### src/rtl/spi_pkg.sv
// Shared types and helpers for the SPI frame receiver slice.
package spi_pkg;

  typedef enum logic [1:0] {
    IDLE,
    RECV,
    DONE
  } state_t;

  localparam int FRAME_CNT_W = 8;

  // Bit offset of word idx inside a packed multi-word frame.
  function automatic int word_lsb(input int idx, input int width);
    return idx * width;
  endfunction

endpackage

### src/rtl/spi_frame_receiver_if.sv
// Serial input and committed-frame output bundle of the SPI frame receiver.
interface spi_frame_receiver_if
  import spi_pkg::*;
#(
  parameter int WORD_W    = 16,
  parameter int NUM_WORDS = 3
) ();

  logic                        cs_n;
  logic                        sdi;
  logic [NUM_WORDS*WORD_W-1:0] words_o;
  logic [NUM_WORDS-1:0]        led_o;
  logic                        frame_valid_o;
  logic [FRAME_CNT_W-1:0]      frame_cnt_o;
  logic                        short_err_o;
  logic                        overrun_err_o;

  modport master (
    output cs_n, sdi,
    input  words_o, led_o, frame_valid_o, frame_cnt_o, short_err_o, overrun_err_o
  );

  modport slave (
    input  cs_n, sdi,
    output words_o, led_o, frame_valid_o, frame_cnt_o, short_err_o, overrun_err_o
  );

endinterface

### src/rtl/spi_word_shifter.sv
// Deserialises one WORD_W-bit word; word_done flags the edge on which the last bit arrives.
module spi_word_shifter #(
  parameter int WORD_W    = 16,
  parameter int MSB_FIRST = 1
) (
  input  logic              sclk,
  input  logic              resetn,
  input  logic              en,
  input  logic              clr,
  input  logic              sdi,
  output logic [WORD_W-1:0] word,
  output logic              word_done
);

  localparam int BC_W = $clog2(WORD_W);

  logic [WORD_W-1:0] shreg_q;
  logic [BC_W-1:0]   bit_cnt_q;

  // word already includes the bit being sampled, so the top can store it on the same edge.
  always_comb begin
    word      = (MSB_FIRST != 0) ? {shreg_q[WORD_W-2:0], sdi} : {sdi, shreg_q[WORD_W-1:1]};
    word_done = en && (bit_cnt_q == BC_W'(WORD_W - 1));
  end

  always_ff @(posedge sclk) begin
    if (!resetn || clr) begin
      shreg_q   <= '0;
      bit_cnt_q <= '0;
    end else if (en) begin
      shreg_q   <= word;
      bit_cnt_q <= word_done ? '0 : bit_cnt_q + BC_W'(1);
    end
  end

endmodule

### src/rtl/spi_frame_receiver.sv
// SPI receive-only frame deserialiser: stages NUM_WORDS words and commits whole frames atomically.
module spi_frame_receiver
  import spi_pkg::*;
#(
  parameter int WORD_W    = 16,
  parameter int NUM_WORDS = 3,
  parameter int MSB_FIRST = 1
) (
  input  logic                  sclk,
  input  logic                  resetn,
  spi_frame_receiver_if.slave   bus
);

  localparam int              FRAME_W   = NUM_WORDS * WORD_W;
  localparam int              WC_W      = (NUM_WORDS > 1) ? $clog2(NUM_WORDS) : 1;
  localparam logic [WC_W-1:0] LAST_WORD = WC_W'(NUM_WORDS - 1);

  state_t                 state_q, state_d;
  logic                   shift_en, shift_clr, word_done;
  logic [WORD_W-1:0]      shift_word;
  logic                   commit, abort, overrun_hit;
  logic [WC_W-1:0]        word_cnt_q;
  logic [FRAME_W-1:0]     stage_q, words_q, commit_frame;
  logic                   frame_valid_q, short_err_q, overrun_err_q;
  logic [FRAME_CNT_W-1:0] frame_cnt_q;

  spi_word_shifter #(
    .WORD_W   (WORD_W),
    .MSB_FIRST(MSB_FIRST)
  ) u_shifter (
    .sclk     (sclk),
    .resetn   (resetn),
    .en       (shift_en),
    .clr      (shift_clr),
    .sdi      (bus.sdi),
    .word     (shift_word),
    .word_done(word_done)
  );

  always_ff @(posedge sclk) begin
    if (!resetn) state_q <= IDLE;
    else         state_q <= state_d;
  end

  always_comb begin
    state_d     = state_q;
    shift_en    = 1'b0;
    shift_clr   = 1'b0;
    commit      = 1'b0;
    abort       = 1'b0;
    overrun_hit = 1'b0;
    case (state_q)
      IDLE: begin
        if (!bus.cs_n) begin
          shift_en = 1'b1;
          state_d  = RECV;
        end else begin
          shift_clr = 1'b1;
        end
      end
      RECV: begin
        if (bus.cs_n) begin
          abort     = 1'b1;
          shift_clr = 1'b1;
          state_d   = IDLE;
        end else begin
          shift_en = 1'b1;
          if (word_done && (word_cnt_q == LAST_WORD)) begin
            commit  = 1'b1;
            state_d = DONE;
          end
        end
      end
      DONE: begin
        // Bits clocked after a full frame are dropped and only flagged.
        shift_clr = 1'b1;
        if (bus.cs_n) state_d = IDLE;
        else          overrun_hit = 1'b1;
      end
      default: state_d = IDLE;
    endcase
  end

  // The final word bypasses staging so the committed frame appears one edge after its last bit.
  always_comb begin
    commit_frame = stage_q;
    commit_frame[word_lsb(NUM_WORDS - 1, WORD_W) +: WORD_W] = shift_word;
  end

  always_ff @(posedge sclk) begin
    if (!resetn) begin
      word_cnt_q    <= '0;
      stage_q       <= '0;
      words_q       <= '0;
      frame_cnt_q   <= '0;
      frame_valid_q <= 1'b0;
      short_err_q   <= 1'b0;
      overrun_err_q <= 1'b0;
    end else begin
      if (abort || (state_q != RECV)) begin
        word_cnt_q <= '0;
        if (abort) stage_q <= '0;
      end else if (word_done) begin
        stage_q[word_lsb(int'(word_cnt_q), WORD_W) +: WORD_W] <= shift_word;
        word_cnt_q <= commit ? '0 : word_cnt_q + WC_W'(1);
      end
      if (commit) begin
        words_q       <= commit_frame;
        frame_cnt_q   <= frame_cnt_q + FRAME_CNT_W'(1);
        frame_valid_q <= 1'b1;
        short_err_q   <= 1'b0;
      end
      if (abort)       short_err_q   <= 1'b1;
      if (overrun_hit) overrun_err_q <= 1'b1;
    end
  end

  for (genvar k = 0; k < NUM_WORDS; k++) begin : g_led
    assign bus.led_o[k] = ~words_q[word_lsb(k, WORD_W) + WORD_W - 1];
  end

  assign bus.words_o       = words_q;
  assign bus.frame_valid_o = frame_valid_q;
  assign bus.frame_cnt_o   = frame_cnt_q;
  assign bus.short_err_o   = short_err_q;
  assign bus.overrun_err_o = overrun_err_q;

endmodule

### src/flat_wrapper.sv
// flat-port wrapper written by rule: the top's interface ports become plain ports
module spi_frame_receiver_flat import spi_pkg::*;
#(
  parameter int WORD_W    = 16,
  parameter int NUM_WORDS = 3,
  parameter int MSB_FIRST = 1
)
  (sclk, resetn, bus_cs_n, bus_sdi, bus_words_o, bus_led_o, bus_frame_valid_o, bus_frame_cnt_o, bus_short_err_o, bus_overrun_err_o);
  spi_frame_receiver_if #(.WORD_W(WORD_W), .NUM_WORDS(NUM_WORDS)) bus_i ();
  input  logic sclk;
  input  logic resetn;
  input wire logic [$bits(bus_i.cs_n)-1:0] bus_cs_n;
  input wire logic [$bits(bus_i.sdi)-1:0] bus_sdi;
  output wire logic [$bits(bus_i.words_o)-1:0] bus_words_o;
  output wire logic [$bits(bus_i.led_o)-1:0] bus_led_o;
  output wire logic [$bits(bus_i.frame_valid_o)-1:0] bus_frame_valid_o;
  output wire logic [$bits(bus_i.frame_cnt_o)-1:0] bus_frame_cnt_o;
  output wire logic [$bits(bus_i.short_err_o)-1:0] bus_short_err_o;
  output wire logic [$bits(bus_i.overrun_err_o)-1:0] bus_overrun_err_o;
  assign bus_i.cs_n = bus_cs_n;
  assign bus_i.sdi = bus_sdi;
  assign bus_words_o = bus_i.words_o;
  assign bus_led_o = bus_i.led_o;
  assign bus_frame_valid_o = bus_i.frame_valid_o;
  assign bus_frame_cnt_o = bus_i.frame_cnt_o;
  assign bus_short_err_o = bus_i.short_err_o;
  assign bus_overrun_err_o = bus_i.overrun_err_o;
  spi_frame_receiver #(.WORD_W(WORD_W), .NUM_WORDS(NUM_WORDS), .MSB_FIRST(MSB_FIRST)) u_core (.sclk(sclk), .resetn(resetn), .bus(bus_i));
endmodule
### config.mk
export PLATFORM = sky130hd
export DESIGN_NAME = spi_frame_receiver_flat
export DESIGN_NICKNAME = d
export VERILOG_FILES = /design/src/rtl/spi_pkg.sv /design/src/rtl/spi_frame_receiver_if.sv /design/src/rtl/spi_word_shifter.sv /design/src/rtl/spi_frame_receiver.sv /design/src/flat_wrapper.sv
export SDC_FILE = /design/constraint.sdc
export NUM_CORES = 1
export LEC_CHECK = 0
export ABC_AREA = 1
export CAP_MARGIN = 20
export CORE_MARGIN = 2
export CORE_UTILIZATION = 49
export DETAILED_ROUTE_END_ITERATION = 8
export PLACE_DENSITY = 0.75
export SLEW_MARGIN = 0
export SYNTH_ARGS = -nofsm -noshare
export SYNTH_HDL_FRONTEND = slang
export SYNTH_SLANG_ARGS = --single-unit
### constraint.sdc
create_clock -name sclk -period 1.7 [get_ports sclk]
set_clock_uncertainty 0.15 [all_clocks]
set_input_delay 0.255 -clock sclk [delete_from_list [all_inputs] [get_ports sclk]]
set_output_delay 0.255 -clock sclk [all_outputs]
set_load 0.02 [all_outputs]
==> impl_results.md <==
- Status: complete, but fails checks
- Failing checks: setup timing
- Synth area leaders: dfxtp_1, nand2_1, a21oi_1
- Die Y: 104 um
- Syn Inst Count: about 720
- # fillers: 810
- Switching Share: 0.214
- Crit path max fanout: 15
- P_leak: 2.99 nW
- Clock sink count: ~110
- Hold wc startpoint: bus_sdi
- Tmin final: 1.71 ns
- Post-Syn Nets: between 700 and 800
- Clock latency on the worst-skew pair: between 0.5 and 0.6 ns
- Ys flop type: dfxtp_1
- Synthesis-to-layout area growth: 40.0%
- Sequential area share after synthesis: 0.462
- Overflow after GRT: 0
- Root Driver: clkbuf_8
- CTS tree: done
- Post-synth EDFFs: 0
- Starting Density: 0.505
- Setup crit start: u_core.word_cnt_q[0]
- Routed Antenna Nets: 0
- Int Pwr: 5.34 mW
- Tcrit/Tclk final: 1.01
- Final Cell Area: approximately 6900 um^2
- Slew headroom: 0.742
- IO Pins: between 60 and 70
- Cell family with most CP delay: simple AND/OR/NAND/NOR gates
- Buf/Inv on CP: 3
- PD cells: about 1000 nW/um^2
- Hold path cells: 3
- DRC Markers: 0
- Most area-hungry cell type in the Yosys netlist: dfxtp_1
- Gpl congestion: between 1 and 1.5
- Initial antenna violation count: 0
- Psw: about 1.5 mW
- Post-route setup TNS: -0.0151 ns
- N_diodes: 0
- Logic pwr share: 0.047
- Share of layout cells above drive strength 1: 0.154
- Fin. max-slew vios: 0
- Vias in the first global route: approximately 4700
- First-pass GRT wire length: between 20000 and 25000 um
- Area fraction of the dominant cell type after synthesis: 0.462
- DIE WIDTH: around 100 um
- Wire per inst: approximately 16 um
- GRT Total Usage: 0.243
- Post-Syn Area per Cell: 6.82 um^2
- Num CTS Buffers: 17
- Final hold violations: 0
- R2r startpoint: u_core.word_cnt_q[0]
- Multi-input gate area: about 2300 um^2
- Cell row count: 36
- Routed WL: 15100 um
- Hold WC Path Type: primary input to flip-flop
- DRT iter0 DRCs: 380
- CP startpoint kind: flip-flop
- TritonRoute pass-1 iters: 6
- Syn. warnings: 0
- Count of final setup violators: 2
- I/O Buffers: 65
- Crit path largest cell delay: about 0.36 ns
- CTS Buffer Depth: 2
- Maximum VDD drop: ~0.80 mV
- Hpwl dp: between 8000 and 9000 um
- Via count: 5165
- Crit path top cell by count: nand2_1
- Largest net degree at the start of global routing: 60
- Hold buffers post-CTS: 0
- Core area: 9770 um^2
- Die area: 10900 um^2
- FF/Latch Area: between 2000 and 2500 um^2
- Worst R2R Path Depth: 10
- Placed cell area: 6020 um^2
- Layout Nets: ~830
- Stages on the worst setup path: 10
- Flop pwr share: 0.404
- Clock power frac: 0.549
- Crit path kind: flip-flop to flip-flop
- Synth Register Bits: approximately 110
- Netlist Area Pre-Place: 4940 um^2
- Slew @ Worst Pin: between 0.3 and 0.4 ns
- Max capacitance violation total: 0
- Asr flop ratio synth: 0
- Setup crit end kind: flip-flop
- Fmax: 584 MHz
- Clk slew on worst S/H paths: 0.05 ns
- Worst path required time: roughly 2.0 ns
- Fin worst setup slack: -0.0122 ns
- Slowest CP cell: dfxtp_2
- H-Tree Depth: 4
- Critical-path cell list: inv_4 > ha_4 > inv_1 > nand2_1 > nor2_2 > buf_12 > nand2_1 > nand3_1 > nand2_1 > nor2_1
- DR vias/cell: approximately 5.3
- Yosys cell types: 25
- Data arrival time of the critical path: 2.00 ns
-- cell usage after synthesis, types with 2 or more instances --
cell type,number
nand2_1,281
dfxtp_1,114
a21oi_1,93
nor2_1,78
inv_1,41
nand3_1,40
buf_2,24
clkbuf_1,14
o21ai_0,7
ha_1,6
buf_4,4
buf_6,4
inv_2,3
nand3_2,2
nand4_1,2
xor2_1,2
-- area by class of cell --
cell class,count,area share
Timing Repair Buffer,126,0.192
Clock buffer,22,0.0670
Inverter,44,0.0248
Clock inverter,9,0.0223
Multi-Input combinational cell,520,0.338
Tap cell,133,0.0241
Sequential cell,114,0.331
-- metrics by stage --
stage / setup WS [ns] / total power, mW / instances / utilization / hold WS (ns)
after floorplan: 0.00197 / 2.97 / 724 / - / 0.248
after global placement: -0.213 / 3.05 / 922 / 0.616 / 0.301
after detailed placement: -0.294 / 3.06 / 922 / 0.616 / 0.301
after CTS: -0.0287 / 6.76 / 954 / 0.676 / 0.270
after global routing: -0.0905 / 6.96 / 968 / 0.707 / 0.288
final: -0.0122 / 6.79 / 968 / 0.707 / 0.295
-- worst reg2reg max path, delay by kind of cell (launching register included) --
kind / cells / cell delay [ns]
fa+ha+maj: 1 / 0.26
buf+inv: 3 / 0.31
simple gates: 6 / 0.58
flops: 1 / 0.36
-- routing by layer --
metal / wire [um] / track usage / vias up / part of all wire
met5: 0 / 0 / - / 0
met4: 562 / 0.0975 / 0 / 0.037
met3: 895 / 0.0489 / 53 / 0.059
met2: 7430 / 0.423 / 212 / 0.49
met1: 6170 / 0.292 / 2428 / 0.41
li1: - / - / 2472 / -
-- registers in the layout, summed over array words and instances, names as in the netlist --
signal	count
u_core.u_shifter.bit_cnt_q	4
u_core.bus.words_o	48
u_core.state_q	2
u_core.bus.overrun_err_o	1
u_core.bus.frame_valid_o	1
u_core.u_shifter.shreg_q	15
u_core.bus.frame_cnt_o	8
u_core.word_cnt_q	2
u_core.stage_q	32
u_core.bus.short_err_o	1
-- cells by family after synthesis --
| group | after synthesis | synth area share |
|---|---|---|
| xor gates and xnor gates | 2 | 0.00355 |
| buffers and inverters | 90 | 0.0836 |
| DFF | 114 | 0.462 |
| and+or+nand+nor | 409 | 0.330 |
| AOI/OAI and AO/OA | 103 | 0.106 |
| adders and majority gates | 6 | 0.0152 |
-- final timing paths --
path,slack (ns),end
setup reg to reg,-0.01,u_core.stage_q[10]
hold / removal,0.30,u_core.bus.words_o[32]
setup / recovery,-0.01,u_core.stage_q[10]
hold reg to reg,0.31,u_core.bus.words_o[12]
-- timing repair --
action	CTS	global route
setup buffers	0	8
resized for setup	70	31
pin swaps	1	10
cloned	1	6
endpoints found under the setup margin	102	93
-- power groups by stage --
stage	combinational [mW]	clock, mW	sequential [mW]
after floorplan	0.179	0	2.79
after global placement	0.256	0	2.80
after detailed placement	0.264	0	2.80
after CTS	0.276	3.74	2.74
after global routing	0.350	3.86	2.75
final	0.319	3.73	2.74
-- cell usage in the layout, fill, tap and decap left out, types with 3 or more instances in the layout --
cell,instances
dfxtp_1,107
clkbuf_8,4
nor2_4,3
inv_1,36
bufinv_16,4
nand2_1,280
clkinvlp_4,3
a21oi_1,92
buf_4,38
buf_12,13
buf_6,3
clkdlybuf4s50_1,3
nor2_2,4
nor2_1,73
o21ai_0,7
inv_2,6
nand3_2,5
dfxtp_2,7
nand3_1,36
dlygate4sd2_1,59
clkbuf_16,22
Note: power is estimated with default switching activity, not from simulation.
